### config.mk
export PLATFORM = sky130hd
export DESIGN_NAME = key_scanner
export DESIGN_NICKNAME = d
export VERILOG_FILES = /design/src/rtl/key_pkg.sv /design/src/rtl/key_sync.sv /design/src/rtl/key_scanner.sv
export SDC_FILE = /design/constraint.sdc
export NUM_CORES = 1
export LEC_CHECK = 0
export CORE_UTILIZATION = 54
export CTS_CLUSTER_SIZE = 40
export DETAILED_ROUTE_END_ITERATION = 8
export MAX_ROUTING_LAYER = met4
export PLACE_DENSITY = 0.82
export SYNTH_ARGS = -nofsm -noshare
export SYNTH_HDL_FRONTEND = slang
export SYNTH_SLANG_ARGS = --single-unit
### constraint.sdc
create_clock -name clk -period 2.3 [get_ports clk]
set_input_delay 0.46 -clock clk [delete_from_list [all_inputs] [get_ports clk]]
set_output_delay 0.46 -clock clk [all_outputs]
set_load 0.02 [all_outputs]
### src/rtl/key_pkg.sv
// ============================================================================
// Module   : key_pkg
// Brief    : Shared state type and default parameters for the keypad scanner.
// Revision : 1.0 - initial release
// ============================================================================
`default_nettype none

package key_pkg;

  typedef enum logic [1:0] {
    SCAN     = 2'd0,
    DEBOUNCE = 2'd1,
    PRESSED  = 2'd2,
    RELEASE  = 2'd3
  } key_state_t;

  localparam int c_def_rows       = 4;
  localparam int c_def_cols       = 4;
  localparam int c_def_scan_cyc   = 16;
  localparam int c_def_deb_cnt    = 4;
  localparam int c_def_repeat_cyc = 1024;

endpackage

`default_nettype wire

### src/rtl/key_sync.sv
// ============================================================================
// Module   : key_sync
// Brief    : Parametrised-width two-flop synchronizer, async reset to ones.
// Revision : 1.0 - initial release
// ============================================================================
`default_nettype none

module key_sync #(
  parameter int WIDTH = 4
) (
  input  logic             clk,
  input  logic             rst,
  input  logic [WIDTH-1:0] d,
  output logic [WIDTH-1:0] q
);

  logic [WIDTH-1:0] r_meta;
  logic [WIDTH-1:0] r_sync;

  // Ones at reset read as "no key" on the active-low columns.
  always_ff @(posedge clk or posedge rst) begin
    if (rst) begin
      r_meta <= '1;
      r_sync <= '1;
    end else begin
      r_meta <= d;
      r_sync <= r_meta;
    end
  end

  assign q = r_sync;

endmodule

`default_nettype wire

### src/rtl/key_scanner.sv
// ============================================================================
// Module   : key_scanner
// Brief    : Row-scanning matrix keypad decoder with debounce; define
//            KEY_SCANNER_REPEAT_EN to enable auto-repeat of valid_o.
// Revision : 1.0 - initial release
// ============================================================================
`default_nettype none

module key_scanner
  import key_pkg::*;
#(
  parameter int  ROWS       = c_def_rows,
  parameter int  COLS       = c_def_cols,
  parameter int  SCAN_CYC   = c_def_scan_cyc,
  parameter int  DEB_CNT    = c_def_deb_cnt,
  parameter int  REPEAT_CYC = c_def_repeat_cyc,
  localparam int c_code_w   = (ROWS * COLS > 1) ? $clog2(ROWS * COLS) : 1
) (
  input  logic                clk,
  input  logic                rst,
  input  logic [COLS-1:0]     col_i,
  output logic [ROWS-1:0]     row_o,
  output logic                det_o,
  output logic [c_code_w-1:0] code_o,
  output logic                valid_o,
  output logic                release_o
);

  localparam int c_row_w = (ROWS > 1) ? $clog2(ROWS) : 1;
  localparam int c_col_w = (COLS > 1) ? $clog2(COLS) : 1;
  localparam int c_slot_w = $clog2(SCAN_CYC);
  localparam int c_deb_w = (DEB_CNT > 1) ? $clog2(DEB_CNT) : 1;
  localparam logic [c_slot_w-1:0] c_slot_last = c_slot_w'(SCAN_CYC - 1);
  localparam logic [c_deb_w-1:0] c_deb_last = c_deb_w'(DEB_CNT - 1);
  localparam logic [c_row_w-1:0] c_row_last = c_row_w'(ROWS - 1);

  logic [COLS-1:0]     w_col_s;
  logic [c_col_w-1:0]  w_low_idx;
  logic                w_any_low;
  logic                w_key_low;
  logic [c_row_w-1:0]  w_row_next;
  logic [c_code_w-1:0] w_code;

  key_state_t          r_state;
  logic [c_row_w-1:0]  r_row;
  logic [c_col_w-1:0]  r_col;
  logic [c_slot_w-1:0] r_slot;
  logic [c_deb_w-1:0]  r_deb;

`ifdef KEY_SCANNER_REPEAT_EN
  localparam int c_rep_w = (REPEAT_CYC > 1) ? $clog2(REPEAT_CYC) : 1;
  logic [c_rep_w-1:0] r_rep;
`else
  // Repeat period only matters when auto-repeat is built in.
  logic w_unused_repeat;
  assign w_unused_repeat = |REPEAT_CYC;
`endif

  key_sync #(
    .WIDTH (COLS)
  ) u_col_sync (
    .clk (clk),
    .rst (rst),
    .d   (col_i),
    .q   (w_col_s)
  );

  function automatic logic [ROWS-1:0] row_drive(input logic [c_row_w-1:0] idx);
    row_drive = ~(ROWS'(1) << idx);
  endfunction

  // Lowest active-low column wins when several keys share the row.
  always_comb begin
    w_low_idx = '0;
    for (int i = COLS - 1; i >= 0; i--) begin
      if (!w_col_s[i]) w_low_idx = c_col_w'(i);
    end
  end

  assign w_any_low  = ~&w_col_s;
  assign w_key_low  = ~w_col_s[r_col];
  assign w_row_next = (r_row == c_row_last) ? '0 : r_row + 1'b1;
  assign w_code     = c_code_w'(int'(r_row) * COLS + int'(r_col));

  always_ff @(posedge clk or posedge rst) begin
    if (rst) begin
      r_state   <= SCAN;
      r_row     <= '0;
      r_col     <= '0;
      r_slot    <= '0;
      r_deb     <= '0;
      row_o     <= row_drive('0);
      det_o     <= 1'b0;
      code_o    <= '0;
      valid_o   <= 1'b0;
      release_o <= 1'b0;
`ifdef KEY_SCANNER_REPEAT_EN
      r_rep     <= '0;
`endif
    end else begin
      valid_o   <= 1'b0;
      release_o <= 1'b0;
      case (r_state)
        SCAN: begin
          if (r_slot == c_slot_last) begin
            r_slot <= '0;
            if (w_any_low) begin
              r_col   <= w_low_idx;
              r_deb   <= '0;
              r_state <= DEBOUNCE;
            end else begin
              r_row <= w_row_next;
              row_o <= row_drive(w_row_next);
            end
          end else begin
            r_slot <= r_slot + 1'b1;
          end
        end

        DEBOUNCE: begin
          if (w_key_low) begin
            if (r_deb == c_deb_last) begin
              r_deb   <= '0;
              r_state <= PRESSED;
              det_o   <= 1'b1;
              valid_o <= 1'b1;
              code_o  <= w_code;
`ifdef KEY_SCANNER_REPEAT_EN
              r_rep   <= '0;
`endif
            end else begin
              r_deb <= r_deb + 1'b1;
            end
          end else begin
            r_deb   <= '0;
            r_slot  <= '0;
            r_row   <= w_row_next;
            row_o   <= row_drive(w_row_next);
            r_state <= SCAN;
          end
        end

        PRESSED: begin
          if (!w_key_low) begin
            // The first high cycle already counts toward the release debounce.
            if (DEB_CNT == 1) begin
              release_o <= 1'b1;
              det_o     <= 1'b0;
              r_deb     <= '0;
              r_slot    <= '0;
              r_row     <= w_row_next;
              row_o     <= row_drive(w_row_next);
              r_state   <= SCAN;
            end else begin
              r_deb   <= c_deb_w'(1);
              r_state <= RELEASE;
            end
          end else begin
`ifdef KEY_SCANNER_REPEAT_EN
            if (r_rep == c_rep_w'(REPEAT_CYC - 1)) begin
              r_rep   <= '0;
              valid_o <= 1'b1;
            end else begin
              r_rep <= r_rep + 1'b1;
            end
`endif
          end
        end

        RELEASE: begin
          if (!w_key_low) begin
            if (r_deb == c_deb_last) begin
              release_o <= 1'b1;
              det_o     <= 1'b0;
              r_deb     <= '0;
              r_slot    <= '0;
              r_row     <= w_row_next;
              row_o     <= row_drive(w_row_next);
              r_state   <= SCAN;
            end else begin
              r_deb <= r_deb + 1'b1;
            end
          end else begin
            r_deb   <= '0;
            r_state <= PRESSED;
          end
        end

        default: r_state <= SCAN;
      endcase
    end
  end

endmodule

`default_nettype wire

# Word-level counts from Yosys, hierarchy flattened
# Index checks and enable logic that the tools add are counted.
[classes]
div = 0
magnitude_cmp = 1
add_sub_neg = 4
bitwise = 3
n_eq_ne = 17
n_mul = 0
n_reduce_logical = 11
n_shift = 1
muxes = 49
[op_table]
columns = ["cell", "count"]
rows = [
  ["two-way mux 2 bit", 23],
  ["two-way mux 4 bit", 9],
  ["one-hot mux 4 bit (3 select lines)", 2],
  ["inequality test 2 bit, second input constant", 9],
  ["one-hot mux 2 bit (4 select lines)", 2],
  ["two-way mux 1 bit", 10],
  ["AND reduction 5 bit", 2],
  ["AND reduction 3 bit", 3],
  ["== test 2 bit, second input constant", 4],
  ["AND reduction 4 bit", 2],
  ["inequality test 3 bit, second input constant", 2],
  ["one-hot mux 2 bit (3 select lines)", 1],
  ["AND reduction 6 bit", 1],
  ["adder 2 x 1 -> 2 bit, second input constant", 2],
  ["adder 4 x 1 -> 4 bit, second input constant", 1],
  ["adder 4 x 2 -> 4 bit", 1],
  ["== test 4 bit, second input constant", 1],
  ["NOT 4 bit", 1],
  ["left shift 1 x 2 -> 4 bit, first input constant", 1],
  ["< comparator 2 x 3 -> 1 bit, second input constant", 1],
  ["nonzero test 3 bit", 1],
  ["binary-select mux 1 bit (select 2 bit)", 1],
  ["== test 2 x 1 -> 1 bit, second input constant", 1],
  ["logical NOT 2 bit", 1],
  ["3 further kinds", 4],
]
[totals]
ram_bits = 0
out_inout_bits = 11
latchBits = 0
memories = 0
rom_bits = 0
ff_bits = 31

# Depth between registers and ports, before layout
[logic_depth]
ltp_word = 7
depth_mapped = 5
depth_no_buf = 5

# Cells and area by module
# Synthesis repeated with hierarchy kept, for this count alone.
[unflattened]
cells_unflattened = 118
area_unflattened_um2 = 1378.8
[by_module_without_submodules]
columns = ["module", "cells_each", "n_inst", "area_per_inst_um2"]
rows = [
  ["key_scanner", 109, 1, 1164.9],
  ["key_sync", 9, 1, 214.0],
]

# Worst setup path after synthesis
# Ideal clock, no wire load.
[synth_timing]
kind = "flip-flop to flip-flop"
start = "register r_col[0]"
end = "register r_row[0]"
stages_incl_launch_ff = 6
t_arrival_ns = 1.752
n_path_buf = 1
path_slack_ns = 0.423
required_time_ns = 2.175
cell_sequence = "dfrtp_1 -> mux4_2 -> buf_6 -> and3_4 -> a21oi_4 -> mux2_4"
[synth_via]
elab_chain_cells = 4
elab_cells_between_ends = 5
classes_between = "eq/ne (2); mux (2); reduce/logical (1)"
[synth_lines]
columns = ["element", "line", "rtl"]
rows = [
  ["from (decl)", "key_scanner.sv:46", "logic [c_col_w-1:0] r_col;"],
  ["from (signal assigned)", "key_scanner.sv:108", "r_col <= w_low_idx;"],
  ["binary-select mux 1 bit (select 2 bit) *", "key_scanner.sv:81", "assign w_key_low = ~w_col_s[r_col];"],
  ["two-way mux 1 bit (not written as such) *", "key_scanner.sv:81", ""],
  ["inequality test 2 bit (no source line)", "n/a", ""],
  ["AND reduction 6 bit (no source line) *", "n/a", ""],
  ["to (signal assigned)", "key_scanner.sv:112", "r_row <= w_row_next;"],
  ["to (signal assigned)", "key_scanner.sv:137", "r_row <= w_row_next;"],
  ["to (signal assigned)", "key_scanner.sv:151", "r_row <= w_row_next;"],
  ["to (decl)", "key_scanner.sv:45", "logic [c_row_w-1:0] r_row;"],
]
# Mark *: on every way between the ends. The rest lies on a longest branch, timed or not. The select of a mux whose other input is x is not followed.
# A chain may end at the register's enable or synchronous reset.

# Worst setup path after layout
[layout_timing]
start = "register r_col[0]"
end = "register code_o[3]"
[layout_via]
elab_chain_cells = 4
elab_cells_between_ends = 5
classes_between = "add/sub (1); mux (2); bitwise (1); reduce/logical (1)"
[layout_lines]
columns = ["element", "line", "rtl"]
rows = [
  ["binary-select mux 1 bit (select 2 bit)", "key_scanner.sv:81", ""],
  ["two-way mux 1 bit (not written as such)", "key_scanner.sv:81", ""],
  ["NOT 1 bit (no source line)", "n/a", ""],
  ["AND reduction 3 bit (no source line)", "n/a", ""],
  ["to (signal assigned)", "key_scanner.sv:127", "code_o <= w_code;"],
  ["to (decl)", "key_scanner.sv:24", "output logic [c_code_w-1:0] code_o,"],
]
# Parallel ways exist; a longest one is shown, timed or not. The select of a mux whose other input is x is not followed.

==> flow_summary.yaml <==
pwr:
  swShare_pct: 33.6
  pwr-share-comb_pct: 33.0
  p_sw_w: 0.000587
  internal_power_w: 0.00116
  p_leak_nw: 0.799
  clkPwrFrac_pct: 19.8
  power_density_nw_per_um2: 1040
  power_w: 0.00175
  pwr-share-seq_pct: 47.2
  peakVddDrop_mv: 0.793
detailed_routing:
  wl_per_cell_um: 13.6
  vias: 923
  vias_per_cell: 5.56
  first_pass_iters: 4
  wl_um: 2260
  drt_iter0_drc: 25
  drtAntennaViolNets: 0
  remaining_drc_errors: 0
final_layout:
  num-fill-cells: 187
  finalNetCount: 148
  area_growth_pct: 18.6
  n_antenna_cell: 0
  drive_above_1_share_pct: 23.5
timing:
  fin_crit_ps: 2040
  clock-skew-final_ps: 6.12
  worstMarginPinSlew_ps: 578
  fin_setup_tns_ps: 0
  rsz0062_at_grt: "false"
  max_slew_margin_pct: 61.1
  setup_viol: 0
  fmax_mhz: 489
  slew_viol_final: 0
  period_share_pct: 88.9
  hold_violations: 0
critical_path:
  path_class: "reg -> reg"
  cp_max_fo: 11
  worst_ep_arrival_time_ps: 2250
  r2r_slack_ps: 260
  cp-start-kind: "register"
  reg2regPathDepth: 4
  worstReg2RegStart: "r_col[0]$_DFFE_PP0P_"
  endpoint_kind: "register"
  timing.rr.end: "code_o[3]$_DFFE_PP0P_"
  crit_required_ps: 2510
clock_network:
  cts_resized: 0
  clk_pin_slew_worst_paths_ps: 90
  cts_buffers: 5
  hold_buffers: 0
  cts_setup_buffers: 0
  clock_latency_ps: 320
  clock_path_buffers: 2
  cts.sinks: 31
  cts_tree: "done"
  root_buffer: "clkbuf_4"
  htreeDepth: 2
hold_path:
  worstHoldPathCells: 0
  worstHoldPathType: "reg -> reg"
  whs_endpoint: "u_col_sync.q[2]$_DFF_PP1_"
  hp-start: "u_col_sync.r_meta[2]$_DFF_PP1_"
synth:
  ys.flop_type: "dfrtp_1"
  yosysWarnings: 0
  netlist_area_um2: 1410
  syn_nets: 126
  ys_types: 35
  ys_seq_area_share_pct: 55.8
  synth_area_per_cell_um2: 12.5
  synth-async-reset-ratio_pct: 100
  synth-edff-count: 0
  synth_cells: 113
  yosys_register_bits: 31
global_route:
  grt_max_degree: 32
  grt_first_pass_wirelength_um: 3710
  grt.overflow.total: 0
  antenna_found_initial: 0
  grt.total_usage_pct: 20.1
  grt_pass1_vias: 859
flow_run:
  cap_violations: 0
floorplanning:
  die-area_um2: 2830
  core_area_um2: 2480
  dieWidth_um: 53.2
  pin_count: 17
  placementRows: 18
  die_h_um: 53.2
  initial_utilization_pct: 57.1
place:
  dp_hpwl_um: 1710
  port_buffers: 16
  place_congestion: 0.786
run_status:
  status: "completed"
## power groups by stage
stage / clock network (W) / logic [W] / registers [W]
floorplan: 0 / 0.000358 / 0.000859
global placement: 0 / 0.000557 / 0.000820
detailed placement: 0 / 0.000583 / 0.000835
CTS: 0.000364 / 0.000584 / 0.000826
global route: 0.000385 / 0.000642 / 0.000846
finish: 0.000346 / 0.000577 / 0.000824
## flip-flops by register name, summed over array words and instances, names as in the netlist, named ones only
signal	flops
release_o	1
det_o	1
r_state	1
code_o	4
valid_o	1
r_col	2
r_slot	4
row_o	4
r_row	2
r_deb	2
u_col_sync.q	4
u_col_sync.r_meta	4
## logic make-up (layout without fill, tap and decap cells)
family | after synthesis | after routing | share of synthesized area [%]
AO/OA/AOI/OAI | 22 | 22 | 11.4
AND/OR/NAND/NOR | 25 | 25 | 10.6
buffers and inverters | 14 | 37 | 4.25
multiplexers | 12 | 12 | 10.4
flip-flops | 31 | 31 | 55.8
adder cells (fa/ha/maj) | 7 | 7 | 6.19
XOR/XNOR | 2 | 2 | 1.24
## through the flow
stage          utilization (%)  instances  worst slack, ps  area, um^2  hold slack (ps)
4_1_cts                   67.7        166              247        1680              363
2_1_floorplan                -        113              423        1410              345
3_3_place_gp              64.9        158              297        1610              346
5_1_grt                   67.7        166              178        1680              366
6_report                  67.7        166              256        1680              361
3_5_place_dp              64.9        158              253        1610              348
## layer usage
metal / vias up / wire [um] / track usage, % / share of wire (%)
li1: 439 / - / - / -
met1: 449 / 976 / 23.4 / 43
met2: 31 / 1130 / 30.6 / 50
met3: 4 / 119 / 7.76 / 5.3
met4: 0 / 30 / 9.21 / 1.3
met5: - / 0 / - / 0
## worst max-delay path, cell delays in order (launching register included)
cell and delay, ps:
dfrtp_1 400, mux4_2 640, nand2b_4 200, nor3b_4 310, mux2_2 380
## cell type report
class | instances | area (um^2) | share of cell area [%]
flip-flops and latches | 31 | 790 | 47.1
multi-input cells | 68 | 564 | 33.7
repair buffers | 18 | 175 | 10.4
clock buffers | 8 | 68.8 | 4.10
inverters | 11 | 41.3 | 2.46
well taps | 30 | 37.5 | 2.24
## cells in the final DEF, fill, tap and decap left out, types with 2 or more instances in the layout
cell type | synthesis | routed
mux2_2 | 4 | 4
nor2_1 | 5 | 5
nand3_1 | 5 | 5
a21oi_1 | 6 | 6
nand2b_1 | 2 | 2
clkbuf_4 | 0 | 5
o21a_1 | 2 | 2
o21ai_0 | 3 | 3
clkbuf_8 | 0 | 2
nor3_1 | 2 | 2
dfstp_2 | 11 | 11
ha_1 | 7 | 7
mux2_4 | 2 | 2
dfrtp_1 | 20 | 20
clkdlybuf4s50_1 | 0 | 16
mux2i_1 | 5 | 5
nand2_1 | 5 | 5
a32o_1 | 2 | 2
buf_4 | 0 | 2
inv_1 | 11 | 11
o41ai_1 | 2 | 2
## Yosys cell counts (all sizes together) (2+ instances only)
library cell / count / area share [%]
inv: 11 / 2.9
o21a: 2 / 1.1
a32o: 2 / 1.4
dfrtp: 20 / 35
clkbuf: 2 / 0.53
o21ai: 3 / 1.1
nand2: 5 / 1.3
ha: 7 / 6.2
mux2i: 5 / 3.5
a21oi: 7 / 3.3
nor3: 2 / 0.71
mux2: 6 / 5.3
nor2: 5 / 1.3
nand2b: 3 / 1.9
o41ai: 2 / 1.2
nand3: 5 / 1.8
dfstp: 11 / 20
## worst max path at each step
stage / end / start / slack (ps)
final: code_o[3]$_DFFE_PP0P_ / r_col[0]$_DFFE_PP0P_ / 260
after global routing: code_o[1]$_DFFE_PP0P_ / r_col[0]$_DFFE_PP0P_ / 180
after CTS: code_o[3]$_DFFE_PP0P_ / r_col[0]$_DFFE_PP0P_ / 250
after detailed placement: code_o[3]$_DFFE_PP0P_ / r_col[0]$_DFFE_PP0P_ / 250
after global placement: code_o[0]$_DFFE_PP0P_ / r_col[0]$_DFFE_PP0P_ / 300
after floorplan: r_row[0]$_DFFE_PP0P_ / r_col[0]$_DFFE_PP0P_ / 420
Power figures use the tool's default switching activity.
